<file path="src/rtl/rx_irq_coal.sv">
// rx_irq_coal: per-channel rx interrupt coalescing with a round-robin
// arbiter that funnels every channel onto one send_irq/irq_ack handshake.
module rx_irq_coal #(
   parameter int NCH = 2,
   parameter int PW  = 64,
   parameter int CHW = 1,
   parameter int TW  = 16
) (
   input  logic              clk,
   input  logic              rst,
   input  logic [NCH*PW-1:0] hw_ptr,
   input  logic [NCH*PW-1:0] sw_ptr,
   input  logic [NCH-1:0]    hst_rdy,
   input  logic [NCH-1:0]    irq_en,
   input  logic [TW-1:0]     timeout,
   input  logic [7:0]        thresh,
   output logic              send_irq,
   output logic [CHW-1:0]    irq_ch,
   input  logic              irq_ack,
   output logic [31:0]       irq_cnt
);

   typedef enum logic [1:0] {S_IDLE, S_COAL, S_REQ, S_WAIT} chState_t;
   typedef enum logic {A_IDLE, A_BUSY} arbState_t;

   chState_t         r_state  [NCH];
   logic [TW-1:0]    r_tmr    [NCH];
   logic [7:0]       r_evt    [NCH];
   logic [PW-1:0]    r_swSnap [NCH];
   logic [NCH*PW-1:0] r_hwPtrQ;

   arbState_t        r_arb;
   logic             r_sendIrq;
   logic [CHW-1:0]   r_irqCh;
   logic [CHW-1:0]   r_rr;
   logic [31:0]      r_irqCnt;

   logic [NCH-1:0]   w_pend;
   logic [NCH-1:0]   w_hwMoved;
   logic [NCH-1:0]   w_req;
   logic [NCH-1:0]   w_grant;
   logic             w_found;
   logic [CHW-1:0]   w_idx;
   logic [CHW-1:0]   w_cand;

   assign send_irq = r_sendIrq;
   assign irq_ch   = r_irqCh;
   assign irq_cnt  = r_irqCnt;

   // Per-channel status: work pending, hw pointer moved this cycle, request, grant+ack
   always_comb begin
      w_pend    = '0;
      w_hwMoved = '0;
      w_req     = '0;
      w_grant   = '0;
      for (int i = 0; i < NCH; i++) begin
         w_pend[i]    = hw_ptr[i*PW +: PW] != sw_ptr[i*PW +: PW];
         w_hwMoved[i] = hw_ptr[i*PW +: PW] != r_hwPtrQ[i*PW +: PW];
         w_req[i]     = r_state[i] == S_REQ;
         w_grant[i]   = (r_arb == A_BUSY) && irq_ack && (r_irqCh == CHW'(i));
      end
   end

   // Round-robin pick: first requesting channel after the last one served
   always_comb begin
      w_found = 1'b0;
      w_idx   = '0;
      w_cand  = '0;
      for (int k = 1; k <= NCH; k++) begin
         w_cand = CHW'((int'(r_rr) + k) % NCH);
         if (!w_found && w_req[w_cand]) begin
            w_found = 1'b1;
            w_idx   = w_cand;
         end
      end
   end

   // Per-channel coalescing FSM with timer, hw-update counter and sw snapshot
   always_ff @(posedge clk or posedge rst) begin
      if (rst) begin
         r_hwPtrQ <= '0;
         for (int i = 0; i < NCH; i++) begin
            r_state[i]  <= S_IDLE;
            r_tmr[i]    <= '0;
            r_evt[i]    <= '0;
            r_swSnap[i] <= '0;
         end
      end else begin
         r_hwPtrQ <= hw_ptr;
         for (int i = 0; i < NCH; i++) begin
            case (r_state[i])
               S_IDLE: begin
                  if (irq_en[i] && hst_rdy[i] && w_pend[i]) begin
                     r_state[i] <= S_COAL;
                     r_tmr[i]   <= timeout;
                     r_evt[i]   <= '0;
                  end
               end
               S_COAL: begin
                  if (!w_pend[i] || !irq_en[i] || !hst_rdy[i]) begin
                     r_state[i] <= S_IDLE;
                  end else if ((r_tmr[i] == '0) ||
                               ((thresh != 8'd0) && (r_evt[i] >= thresh))) begin
                     r_state[i] <= S_REQ;
                  end else begin
                     r_tmr[i] <= r_tmr[i] - TW'(1);
                  end
                  if (w_hwMoved[i] && (r_evt[i] != 8'hFF)) begin
                     r_evt[i] <= r_evt[i] + 8'd1;
                  end
               end
               S_REQ: begin
                  if (w_grant[i]) begin
                     r_state[i]  <= S_WAIT;
                     r_swSnap[i] <= sw_ptr[i*PW +: PW];
                  end
               end
               S_WAIT: begin
                  if ((sw_ptr[i*PW +: PW] != r_swSnap[i]) || !w_pend[i]) begin
                     r_state[i] <= S_IDLE;
                  end
               end
               default: r_state[i] <= S_IDLE;
            endcase
         end
      end
   end

   // Arbiter: registers one request at a time and holds it until acknowledged
   always_ff @(posedge clk or posedge rst) begin
      if (rst) begin
         r_arb     <= A_IDLE;
         r_sendIrq <= 1'b0;
         r_irqCh   <= '0;
         r_rr      <= CHW'(NCH - 1);
         r_irqCnt  <= '0;
      end else begin
         case (r_arb)
            A_IDLE: begin
               if (w_found) begin
                  r_sendIrq <= 1'b1;
                  r_irqCh   <= w_idx;
                  r_arb     <= A_BUSY;
               end
            end
            A_BUSY: begin
               if (irq_ack) begin
                  r_sendIrq <= 1'b0;
                  r_rr      <= r_irqCh;
                  r_irqCnt  <= r_irqCnt + 32'd1;
                  r_arb     <= A_IDLE;
               end
            end
            default: r_arb <= A_IDLE;
         endcase
      end
   end

endmodule
</file>
<file path="config.mk">
export PLATFORM = sky130hd
export DESIGN_NAME = rx_irq_coal
export DESIGN_NICKNAME = d
export VERILOG_FILES = /design/src/rtl/rx_irq_coal.sv
export SDC_FILE = /design/constraint.sdc
export NUM_CORES = 1
export LEC_CHECK = 0
export CAP_MARGIN = 20
export CORE_UTILIZATION = 57
export CTS_CLUSTER_SIZE = 10
export DETAILED_ROUTE_END_ITERATION = 7
export HOLD_SLACK_MARGIN = 0.06
export PLACE_DENSITY = 0.86
export SKIP_LAST_GASP = 1
export SLEW_MARGIN = 25
export SYNTH_ARGS = -nofsm -noshare
export SYNTH_HDL_FRONTEND = slang
export SYNTH_SLANG_ARGS = --single-unit
</file>
<file path="constraint.sdc">
create_clock -name clk -period 32.2 [get_ports clk]
set_clock_uncertainty 0.1 [all_clocks]
set_input_delay 3.22 -clock clk [delete_from_list [all_inputs] [get_ports clk]]
set_output_delay 3.22 -clock clk [all_outputs]
set_load 0.05 [all_outputs]
</file>
==> Word-level counts from Yosys, hierarchy flattened <==
Index checks and enable logic that the tools add are counted.
{ "word_totals": {"ram_bits": 0, "mem_bits_ro": 0, "reg_bits": 344, "latch_bits": 0, "memories": 0, "output_inout_bits": 34, "in_bits": 287} }
{ "op_classes": {"n_div": 0, "add_sub_neg": 7, "reduce_logical": 45, "multipliers": 0, "n_mux": 40, "n_eq_ne": 30, "bitwise": 2, "n_shift": 0, "order_cmp": 4} }
{ "op_table": {"columns": ["op", "n"], "rows": [
  ["64-bit != test", 6],
  ["16-bit 2-to-1 mux", 6],
  ["16-bit case mux with 2 select lines", 2],
  ["32-bit by 1-bit adder with 32-bit output (second input constant)", 1],
  ["16-bit logical NOT", 2],
  ["8-bit 2-to-1 mux", 4],
  ["8-bit case mux with 2 select lines", 2],
  ["16-bit by 1-bit subtractor with 16-bit output (second input constant)", 2],
  ["2-bit != test (second input constant)", 12],
  ["2-bit 2-to-1 mux", 10],
  ["8-bit by 1-bit adder with 8-bit output (second input constant)", 2],
  ["8-bit greater-or-equal comparator", 2],
  ["8-bit != test (second input constant)", 2],
  ["2-bit case mux with 4 select lines", 2],
  ["4-bit AND reduction", 4],
  ["1-bit logical AND", 12],
  ["1-bit 2-to-1 mux", 12],
  ["2-bit AND reduction", 5],
  ["2-bit == test (second input constant)", 4],
  ["1-bit logical OR", 8],
  ["8-bit nonzero test", 1],
  ["1-bit logical NOT", 7],
  ["3-bit != test (second input constant)", 2],
  ["3-bit AND reduction", 2],
  ["8 further kinds", 16]
]} }

==> Logic depth before layout (Yosys ltp) <==
Gate-level depths: netlist of run 1.
{ "depth": {"word_depth": 9, "ltp_mapped": 11} }

==> Worst setup path after synthesis of run 1 <==
Ideal clock, no wire load.
{ "synth_path": {"path_type": "input -> register", "from": "input thresh[6]", "to": "register r_tmr[15] (netlist bit)", "required_time_ns": 31.969, "arrival_time_ns": 4.988, "setup_ns": 0.131, "setup_slack_ns": 26.982, "cell_stages": 11, "path_buffers": 2, "path_cell_list": "inv_1 > ha_1 > a21oi_1 > nor2b_1 > a2111oi_0 > a21oi_1 > o21ai_2 > and2_1 > buf_2 > buf_6 > o211ai_1"} }
{ "synth_between": {"elab_chain_cells": 5} }
{ "synth_rtl": {"columns": ["item", "line_no", "text"], "rows": [
  ["from (decl)", "16", "input logic [7:0] thresh,"],
  ["8-bit greater-or-equal comparator / 8-bit nonzero test (equally long branches)", "103", "((thresh != 8'd0) && (r_evt[i] >= thresh))) begin"],
  ["1-bit logical AND (*)", "103", null],
  ["1-bit logical OR (*)", "102", "end else if ((r_tmr[i] == '0) ||"],
  ["2-bit != test (no line) (*)", null, null],
  ["4-bit AND reduction (no line) (*)", null, null],
  ["to (signal, indexed assignment)", "95", "r_tmr[i] <= timeout;"],
  ["to (signal, indexed assignment)", "106", "r_tmr[i] <= r_tmr[i] - TW'(1);"],
  ["to (decl)", "27", "logic [TW-1:0] r_tmr [NCH];"]
]} }
Every way passes the cells marked *; elsewhere a longest branch is shown, timed or not.
A chain may end at the register's enable or synchronous reset.

==> Worst setup path in the final report of run 1 <==
{ "layout_path": {"from": "input hw_ptr[56]", "to": "register r_tmr[30] (netlist bit)"} }
{ "layout_between": {"elab_chain_cells": 6} }
{ "layout_rtl": {"columns": ["item", "line_no", "text"], "rows": [
  ["from (decl)", "11", "input logic [NCH*PW-1:0] hw_ptr,"],
  ["64-bit != test (*)", "57", "w_pend[i] = hw_ptr[i*PW +: PW] != sw_ptr[i*PW +: PW];"],
  ["1-bit logical NOT", "100", "if (!w_pend[i] || !irq_en[i] || !hst_rdy[i]) begin"],
  ["1-bit logical OR (2 in a row)", "100", null],
  ["2-bit != test (no line)", null, null],
  ["4-bit AND reduction (no line) (*)", null, null]
]} }
Marks and branches as above.

==> impl.org, run 1 <==
** Pwr
- Overall Power :: 1.14 mW
- Summed over all cells, the static leakage comes to 9.28 nW.
- Worst voltage drop across the vdd grid :: 0.0000369 V
- Dividing total power by cell area gives a power density of 52.1 mW/mm².

** Synth
- Cells taking the most area after synthesis :: dfrtp_1, xnor2_1, mux2_2
- Top cell type by total area after synthesis :: dfrtp_1
- The share of the Yosys chip area taken by registers is 0.500.
- Synthesis produced a netlist with a net count of 1800.
- Of all flip-flops after synthesis, the portion carrying an async set or reset was 1.00.
- Top-count cell post-synth :: dfrtp_1
- In this run, synthesis inferred 0 flip-flops with an integrated enable.
- After synthesis, the mean cell area works out to 11.5 µm².
- Sorting the synthesized cells by how often they occur yields dfrtp_1, xnor2_1, xor2_1.
- After synthesis, the netlist uses 71 different library cells.
- Top-area cell type share of the netlist area :: 0.499
- Count of mapped cells out of synthesis :: 1492
- For this run, the leading register cell type out of synthesis is dfrtp_1.
- Post-synthesis register bit count :: 344
- Count of yosys warnings during synthesis :: 0
- After synthesis the cells add up to 0.0172 mm².

** Placed design
- Routability-driven placement finished with a final weighted congestion of 0.903.
- The count of buffers added on input and output ports is 320.
- HPWL reported at the end of detailed placement :: 35900 µm
- Placed standard-cell area :: 0.0208 mm²

** Flow run
- Max-capacitance violation count :: 0

** Route
- The routed design has 48400 µm of wire.
- Number of design rule violations left after detail routing :: 0
- Mean number of vias per cell :: 5.88
- DR iter-0 viols :: 1179
- Vias :: 13100
- Number of antenna-violating nets in the routed design :: 0
- WL/cell :: 21.7 µm
- Before antenna repair, the detailed router went through 5 iterations.

** Layout
- Layout Area Growth over Synthesis :: 27.3%
- For this run, the share of the core covered by cells in the final layout is 0.740.
- Share of post-route cells with drive strength above 1 :: 0.113
- Total non-filler cell area in the finished layout :: 0.0219 mm²
- Layout net count :: 2134
- Fill cells :: 2011

** Clock tree
- Once the clock tree was built, the setup fixing pass inserted 0 buffers.
- Number of resized instances in the post-cts repair step :: 0
- Number of clock buffers inserted by TritonCTS :: 40
- The root buffer cell chosen for the clock tree is clkbuf_16.
- # hold bufs at CTS :: 0
- The H-tree was split into 2 levels.
- Clk sink count :: 344
- The longest clock path from root to sink contains 3 buffers.
- TritonCTS clock tree :: built
- Clock-pin slew of the registers on the worst-case setup and hold paths :: 0.06 ns
- For the worst-skew pair, the clock arrives at the later sink with an insertion delay of 0.53 ns.

** Die
- Die ar. :: 0.0309 mm²
- The floorplan step defined a core boundary enclosing 0.0296 mm².
- Measured along the x axis, the die boundary spans 176 µm.
- Die Height :: 176 µm
- During I/O placement, the number of pins put on the boundary was 321.
- For this configuration, the core starts out at a cell density of 0.581.
- Placement row count :: 63

** STA
- Final slew viol count :: 0
- At the pin with the least slew margin, the transition time is 0.931 ns.
- The worst path in the final design needs a cycle of 6.45 ns, including I/O delays and setup.
- The worst pin sits at a relative slew slack of 0.379.
- Dividing the final minimum period by the clock period gives 0.200.
- Setup TNS :: 0 ns
- For this run, the top clock speed supported by timing is 155 MHz.
- Setup violations remaining at the end of the flow were counted as 0.
- Unrepaired setup endpoints after global routing :: no
- Final-report hold violation count :: 0

** Global route
- Maximum number of pins on one net before global-route repair :: 135
- The via count of the first global-routing pass came to 13800.
- Global routing finished with a remaining overflow of 0.
- Global-route usage over all layers :: 0.317
- Initial antenna violation count :: 9
- The first global-routing pass estimated 75400 µm of wire.

** Worst setup path
- CP max FO :: 19
- Req. time, crit path :: 32.46 ns
- The worst setup path is launched from an input port.
- Worst setup EP type :: flop
- The critical path is of the input port to flop type.
- Data on the critical path arrives at its endpoint at 6.71 ns.

** Outcome
- The run finished with clean final reports.

** Min path
- Class of the tightest hold or removal check :: flop to flop
## where the power goes
| group | internal, mW | total (mW) | leakage (nW) | switching (mW) |
|---|---|---|---|---|
| Clock | 0.226 | 0.395 | 0.522 | 0.169 |
| Sequential | 0.473 | 0.512 | 4.37 | 0.0393 |
| Combinational | 0.110 | 0.236 | 4.39 | 0.126 |
| Total | 0.809 | 1.14 | 9.28 | 0.334 |
## per-stage QoR
stage	hold slack, ns	std cells	setup slack [ns]
after floorplan	0.339	1492	19.34
after global placement	0.349	2174	25.39
after detailed placement	0.356	2174	25.35
after CTS	0.365	2226	25.86
after global routing	0.388	2231	25.68
final	0.362	2233	25.75
## per-layer routing
layer / global-route usage / part of all wire
met5: 0 / 0.00054
met4: 0.137 / 0.042
met3: 0.0697 / 0.075
met2: 0.531 / 0.49
met1: 0.394 / 0.40
## cell families (layout without fill, tap and decap cells)
logic type | Yosys count | after routing | synth area share
AOI/OAI and AO/OA | 175 | 175 | 0.0690
buffers and inverters | 81 | 425 | 0.0198
adders and majority gates | 21 | 21 | 0.0153
other | 0 | 7 | 0
DFF | 344 | 344 | 0.500
muxes | 126 | 126 | 0.0823
xor gates and xnor gates | 396 | 396 | 0.201
and+or+nand+nor | 349 | 349 | 0.112
## worst max-delay path, cell delays in order
cell and delay [ns]:
clkdlybuf4s50_1 0.50, xnor2_1 0.36, nand4_1 0.19, nor4_1 0.43
nand4_1 0.32, nand4b_1 0.69, or2_1 0.76, o21ai_0 0.22
## area by class of cell
type | count | area, µm² | share of cell area
sequential | 344 | 8610 | 0.393
multi-input combinational | 1067 | 8290 | 0.378
timing repair buffer | 328 | 3270 | 0.149
clock buffer | 50 | 1050 | 0.0478
tap | 390 | 488 | 0.0223
inverter | 45 | 176 | 0.00805
clock inverter | 2 | 25.0 | 0.00114
antenna | 7 | 17.5 | 0.000799
## sequential cells by signal (all words and copies together), names as in the netlist, named ones only
register and count:
r_hwPtrQ 128, r_swSnap 128, irq_cnt 32, r_tmr 32, r_evt 16, r_state 2, irq_ch 1, r_arb 1
r_rr 1, send_irq 1
## placed cells by master (no fill, tap or decap), types with 10 or more instances in the layout
cell / netlist / routed
a21oi_1: 31 / 31
o22a_1: 10 / 10
nand3_1: 39 / 39
nand2b_1: 11 / 11
nor2_1: 53 / 52
inv_1: 45 / 44
xor2_1: 130 / 130
nor4_1: 52 / 52
o21ai_0: 37 / 37
and3_1: 18 / 18
xnor2_1: 266 / 266
nor3_1: 17 / 15
clkdlybuf4s50_1: 0 / 320
a31oi_1: 21 / 21
clkbuf_16: 0 / 40
nand2_1: 53 / 53
dfrtp_1: 343 / 343
mux2_2: 124 / 124
ha_1: 21 / 21
nand4_1: 78 / 78
## final timing paths
path | start | slack, ns | endpoint | cells past startpoint
min in group asynchronous | rst | 3.21 | r_swSnap[62]$_DFFE_PP0P_ | 2
max | hw_ptr[56] | 25.75 | r_tmr[30]$_DFFE_PP0P_ | 8
min | r_rr$_DFFE_PP1P_ | 0.36 | r_rr$_DFFE_PP1P_ | 2
max in group asynchronous | rst | 26.46 | r_tmr[2]$_DFFE_PP0P_ | 4
max reg2reg | r_tmr[16]$_DFFE_PP0P_ | 28.62 | r_tmr[30]$_DFFE_PP0P_ | 9
min reg2reg | r_rr$_DFFE_PP1P_ | 0.36 | r_rr$_DFFE_PP1P_ | 2
Power figures use the tool's default switching activity.
==> inputs of run 2 (changes only) <==
--- a/config.mk
+++ b/config.mk
@@ -6,11 +6,11 @@
 export NUM_CORES = 1
 export LEC_CHECK = 0
 export CAP_MARGIN = 20
-export CORE_UTILIZATION = 57
+export CORE_UTILIZATION = 53
 export CTS_CLUSTER_SIZE = 10
 export DETAILED_ROUTE_END_ITERATION = 7
 export HOLD_SLACK_MARGIN = 0.06
-export PLACE_DENSITY = 0.86
+export PLACE_DENSITY = 0.81
 export SKIP_LAST_GASP = 1
 export SLEW_MARGIN = 25
 export SYNTH_ARGS = -nofsm -noshare
==> constraint.sdc (replaced) <==
create_clock -name clk -period 6.47 [get_ports clk]
set_clock_uncertainty 0.1 [all_clocks]
set_input_delay 0.647 -clock clk [delete_from_list [all_inputs] [get_ports clk]]
set_output_delay 0.647 -clock clk [all_outputs]
set_load 0.05 [all_outputs]
==> impl.org, run 2 (synthesis results as in run 1) <==
** STA
- Final hold slack :: 0.323 ns
- Period utilisation layout :: 0.561
- Unrepaired setup endpoints after global routing :: no
- Least-Margin Pin Slew :: 0.926 ns
- Max frequency :: 275 MHz
- The number of pins with negative max-slew slack in the final report is 0.
- Setup TNS :: 0 ns
- In this run the tightest slew margin relative to its limit is 0.382.
- The worst path in the final design needs a cycle of 3.63 ns, including I/O delays and setup.
- Final-report hold violation count :: 0
- Setup violations remaining at the end of the flow were counted as 0.

** Placed design
- HPWL reported at the end of detailed placement :: 36300 µm
- Buffers placed on the I/O ports in this run total 320.
- At the end of routability-driven placement, the weighted congestion stood at 0.896.

** Worst setup path
- Req. time, crit path :: 6.73 ns
- Type of the setup path with the least slack :: input port to flop
- Crit-path cells :: clkdlybuf4s50_1 -> xnor2_1 -> nand4_1 -> nor4_1 -> nand4_1 -> nand4b_1 -> buf_4 -> or2_1 -> o21ai_0
- The setup check on the worst reg-to-reg path leaves a slack of 2.88 ns.
- Buffers and inverters on the worst path :: 2
- For this design, the slowest cell found on the critical path is or2_1.
- Critical path data arrival time :: 3.89 ns
- STA classifies the critical path endpoint as a flop.
- Startpoint class of the critical path :: input port
- Slowest Stage Delay on Critical Path :: 0.70 ns
- Cell seen most often among critical-path stages :: nand4_1
- Largest delay contributor family on the critical path :: simple AND/OR/NAND/NOR gates
- Of all nets on the critical path, the largest fanout is 19.

** Die
- Die Height :: 182 µm
- Top-level I/O count :: 321
- The die is 182 µm wide.
- Placement row count :: 65
- Die ar. :: 0.0332 mm²
- Initial core utilization :: 0.543
- CORE AREA :: 0.0317 mm²

** Global route
- Wire length of the first global-routing pass :: 75800 µm
- Summed over all layers, the global routing overflow is 0.
- Initial antenna violation count :: 5
- Across every metal layer, demand over resource in global routing totals 0.296.
- Maximum number of pins on one net before global-route repair :: 159
- The via count of the first global-routing pass is 13600.

** Route
- In the routed layout, each cell is associated on average with a via count of 5.78.
- Wires add up to 48000 µm.
- Vias :: 13000
- Number of detailed-route iterations in the first pass :: 5
- DR iter-0 viols :: 995
- Number of design rule violations left after detail routing :: 0
- In the final routed layout, each cell accounts on average for 21.3 µm.
- Number of antenna-violating nets in the routed design :: 0

** Clock tree
- Buffers inserted during post-CTS setup optimization :: 0
- Deepest clock path buffer count :: 3
- TritonCTS clock tree :: built
- H-tree Lvls :: 2
- Number of clock buffers inserted by TritonCTS :: 41
- In this run the clock root is driven by a clkbuf_16.
- Gates resized during post-CTS repair numbered 0.
- Clock latency on the worst-skew pair, taken at its later pin, is 0.54 ns.
- The clock net in this run drives a total of 344 sinks.
- After clock tree synthesis, the clock-pin slew on the worst setup and hold paths is 0.06 ns.
- Hold repair after CTS inserted 0 buffers.

** Flow run
- Across the run, the number of max-cap violations was 0.

** Layout
- In the layout the commonest cells are dfrtp_1, clkdlybuf4s50_1, xnor2_1.
- Layout net count :: 2137
- Leading cell type in the layout, fill and taps excluded :: dfrtp_1
- Compared with the post-synthesis result, the final layout area differs by 28.3%.
- Of the cells placed in the final design, the portion with a size suffix greater than 1 is 0.115.
- In the final layout, the registers with the most flip-flops are r_hwPtrQ: 128 flops, r_swSnap: 128 flops.

** Outcome
- Status :: finished clean

** Pwr
- In this run the power density over the cells is 263 mW/mm².
- Summed over all cells, the static leakage comes to 9.35 nW.
- Worst voltage drop across the vdd grid :: 0.000193 V

** Min path
- The worst hold path belongs to the class input port to asynchronous set/reset pin.
run 2: changes by cell type in the layout (fill, tap and decap cells not counted), sizes merged:
cell      previous run  this run
buf                  8        10
bufinv               0         1
clkbuf              50        57
clkinv               1         2
clkinvlp             0         1
inv                 46        45
run 2: per-layer routing:
metal | up-vias | global-route usage | part of all wire
li1 | 5963 | - | -
met1 | 6482 | 0.380 | 0.41
met2 | 488 | 0.496 | 0.49
met3 | 105 | 0.0549 | 0.065
met4 | 0 | 0.117 | 0.037
met5 | - | 0 | 0
run 2: path summary, 6_finish.rpt:
path / depth (start not counted) / start / to
hold reg to reg: 2 / r_rr$_DFFE_PP1P_ / r_rr$_DFFE_PP1P_
max in group asynchronous: 4 / rst / r_tmr[27]$_DFFE_PP0P_
min in group clk: 2 / r_rr$_DFFE_PP1P_ / r_rr$_DFFE_PP1P_
hold / removal: 2 / rst / r_hwPtrQ[33]$_DFF_PP0_
setup reg to reg: 9 / r_tmr[16]$_DFFE_PP0P_ / r_tmr[30]$_DFFE_PP0P_
setup / recovery: 9 / sw_ptr[16] / r_tmr[30]$_DFFE_PP0P_
run 2: worst register-to-register path, delay by kind of cell, from the launching register on:
family                   cells  cell delay, ns
AO/OA/AOI/OAI                1            0.25
adder cells (fa/ha/maj)      1            0.23
buffers and inverters        1            0.11
flip-flops                   1            0.37
AND/OR/NAND/NOR              6            2.36
run 2: final cells by class:
cell class / count / area (µm²)
Fill cell: 2247 / 9620
Sequential cell: 344 / 8610
Multi-Input combinational cell: 1067 / 8290
Timing Repair Buffer: 330 / 3320
Clock buffer: 57 / 1120
Tap cell: 402 / 503
Inverter: 45 / 173
Clock inverter: 4 / 71.3
Antenna cell: 7 / 17.5
run 2: through the flow:
| stage | total power, mW | utilization | area [µm²] | worst slack, ns | instances |
|---|---|---|---|---|---|
| 6_report | 5.82 | 0.697 | 22100 | 2.84 | 2256 |
| 5_1_grt | 6.07 | 0.696 | 22100 | 2.72 | 2253 |
| 4_1_cts | 5.84 | 0.695 | 22100 | 2.86 | 2248 |
| 3_5_place_dp | 3.74 | 0.658 | 20900 | 2.31 | 2187 |
| 3_3_place_gp | 3.69 | 0.658 | 20900 | 2.33 | 2187 |
| 2_1_floorplan | 3.23 | - | 17200 | 1.12 | 1492 |
run 2: report_power, final:
part	switching (mW)	leakage, nW	internal, mW
clock	0.868	0.576	1.24
combinational	0.617	4.40	0.549
sequential	0.195	4.37	2.35
total	1.68	9.35	4.14
==> inputs of run 3 (changes only) <==
==> constraint.sdc (replaced) <==
create_clock -name clk -period 3.4 [get_ports clk]
set_clock_uncertainty 0.1 [all_clocks]
set_input_delay 0.34 -clock clk [delete_from_list [all_inputs] [get_ports clk]]
set_output_delay 0.34 -clock clk [all_outputs]
set_load 0.05 [all_outputs]
==> impl.org, run 3 (synthesis results as in run 1) <==
** Worst setup path
- Crit-path cells :: inv_1 -> ha_1 -> or4b_4 -> or3_4 -> nor3_4 -> nand4b_2 -> nand2_2 -> or2_1 -> buf_12 -> o21ai_0
- Req. time, crit path :: 3.69 ns
- Slowest Stage Delay on Critical Path :: 0.49 ns
- CP max FO :: 17
- The critical path is of the flop to flop type.
- Largest delay contributor family on the critical path :: simple AND/OR/NAND/NOR gates
- Data arrives at the worst endpoint at 3.31 ns.
- Together, buffers and inverters on the worst path number 2.
- The slowest stage of the critical path is the or4b_4 cell.
- STA classifies the critical path endpoint as a flop.
- STA classifies the critical path startpoint as a flop.

** Global route
- Initial antenna violation count :: 6
- Total global routing overflow :: 0
- The via count of the first global-routing pass is 13500.
- The first global-routing pass estimated 75400 µm of wire.
- Global-route usage over all layers :: 0.295
- Maximum number of pins on one net before global-route repair :: 90

** Die
- The floorplan step set the die height to 182 µm.
- The initial utilization of the core area, before any placement, comes to 0.543.
- For this design the top-level I/O count stands at 321.
- CORE AREA :: 0.0317 mm²
- Die ar. :: 0.0332 mm²
- In this run the horizontal extent of the chip is 182 µm.
- Row generation in the floorplan step produced 65 rows.

** Route
- Number of antenna-violating nets in the routed design :: 0
- Number of detailed-route iterations in the first pass :: 5
- DR iter-0 viols :: 861
- Dividing the detail-routed wire length by the instance count gives 21.1 µm.
- Vias :: 13000
- For this run, design rule violations remaining after detail routing come to 0.
- Mean number of vias per cell :: 5.75
- Total Wirelength :: 47700 µm

** STA
- Final-report hold violation count :: 0
- Period utilisation layout :: 0.888
- Setup violations remaining at the end of the flow were counted as 0.
- For this run, the top clock speed supported by timing is 331 MHz.
- In the final timing run, aggregate negative setup slack is 0 ns.
- The worst path needs 3.02 ns of the cycle, external delays included.
- The number of pins with negative max-slew slack in the final report came to 0.
- In the post-route analysis, the smallest setup slack over all paths is 0.380 ns.
- Setup repair after global routing left no endpoint under its margin.
- Least-Margin Pin Slew :: 0.863 ns
- Headroom to the max-slew limit came out at 0.425.
- Final hold slack :: 0.220 ns

** Outcome
- Status :: finished clean

** Placed design
- Global placement routability congestion :: 0.923
- OpenSTA, run right after detailed placement, puts the worst setup slack at 0.0647 ns.
- Including well taps, the total number of placed cells is 2204.
- The count of buffers added on input and output ports is 320.
- Once placement finished, the instance area stood at 0.0211 mm².
- HPWL reported at the end of detailed placement :: 36400 µm

** Clock tree
- TritonCTS clock tree :: built
- The H-tree was split into 2 levels.
- In this run the deepest clock path goes through 3 buffers.
- Hold repair after CTS inserted 0 buffers.
- Clock tree synthesis selected as its root buffer the cell clkbuf_16.
- Clock latency on the worst-skew pair, taken at its later pin, is 0.53 ns.
- Clock-pin slew of the registers on the worst-case setup and hold paths :: 0.06 ns
- The number of setup buffers added after CTS is 0.
- Clock tree synthesis found a total of 344 sinks.
- Number of clock buffers inserted by TritonCTS :: 41
- Number of resized instances in the post-cts repair step :: 0

** Layout
- Layout net count :: 2153
- The largest registers in the layout are r_hwPtrQ: 128 flops, r_swSnap: 128 flops.
- Non-filler cells, final :: 2261
- Of the cells placed in the final design, the portion with a size suffix greater than 1 is 0.124.
- Fill cells :: 2218
- Leading cell type in the layout, fill and taps excluded :: dfrtp_1
- Compared with the post-synthesis result, the final layout area differs by 29.2%.
- Total non-filler cell area in the finished layout :: 0.0222 mm²
- Fraction of the core area covered by cells at the end of the flow :: 0.701
- Commonest non-fill, non-tap cells in the layout :: dfrtp_1, clkdlybuf4s50_1, xnor2_1

** Pwr
- Summed over all cells, the static leakage comes to 9.43 nW.
- Overall Power :: 11.0 mW
- VDD sags by at most 0.000373 V.
- Areal power density over the cells :: 493 mW/mm²

** Min path
- Class of the tightest hold or removal check :: input port to asynchronous set/reset pin

** Flow run
- Max-capacitance violation count :: 0
run 3: cell types whose count changed in the layout (fill, tap and decap cells not counted), sizes merged:
cell,delta
clkinvlp,+1
buf,+16
clkbuf,-8
diode,-1
clkinv,-1
bufinv,-1
inv,-1
run 3: area by class of cell:
class	count	area (µm²)	area share
antenna	6	15.0	0.000675
inverter	45	173	0.00777
multi-input combinational	1067	8280	0.373
clock inverter	2	23.8	0.00107
clock buffer	49	1120	0.0502
sequential	344	8610	0.387
timing repair buffer	346	3510	0.158
tap	402	503	0.0226
run 3: worst paths after layout:
path | startpoint | endpoint | slack, ns | cells after the start
worst max-delay path | r_tmr[16]$_DFFE_PP0P_ | r_tmr[30]$_DFFE_PP0P_ | 0.38 | 10
worst min register to register | r_rr$_DFFE_PP1P_ | r_rr$_DFFE_PP1P_ | 0.37 | 2
worst max register to register | r_tmr[16]$_DFFE_PP0P_ | r_tmr[30]$_DFFE_PP0P_ | 0.38 | 10
min in group clk | hw_ptr[68] | r_hwPtrQ[68]$_DFF_PP0_ | 0.26 | 1
max in group asynchronous | rst | r_hwPtrQ[74]$_DFF_PP0_ | 2.07 | 3
worst min-delay path | rst | r_hwPtrQ[11]$_DFF_PP0_ | 0.22 | 2
run 3: power breakdown:
group	switching (mW)	internal, mW	total [mW]
Sequential	0.363	4.48	4.84
Clock	1.61	2.28	3.89
Combinational	1.17	1.06	2.23
Total	3.15	7.82	11.0
run 3: metal layers:
| metal | global-route usage | vias to the layer above | share of wire |
|---|---|---|---|
| met1 | 0.380 | 6435 | 0.41 |
| met5 | 0 | - | 0.00025 |
| met4 | 0.122 | 2 | 0.038 |
| li1 | - | 5979 | - |
| met3 | 0.0533 | 105 | 0.063 |
| met2 | 0.492 | 481 | 0.48 |
run 3: worst reg2reg max path, stage by stage, from the launching register on:
cell and delay (ns):
dfrtp_1 0.37, inv_1 0.10, ha_1 0.22, or4b_4 0.49, or3_4 0.38, nor3_4 0.27
nand4b_2 0.17, nand2_2 0.30, or2_1 0.22, buf_12 0.17, o21ai_0 0.11
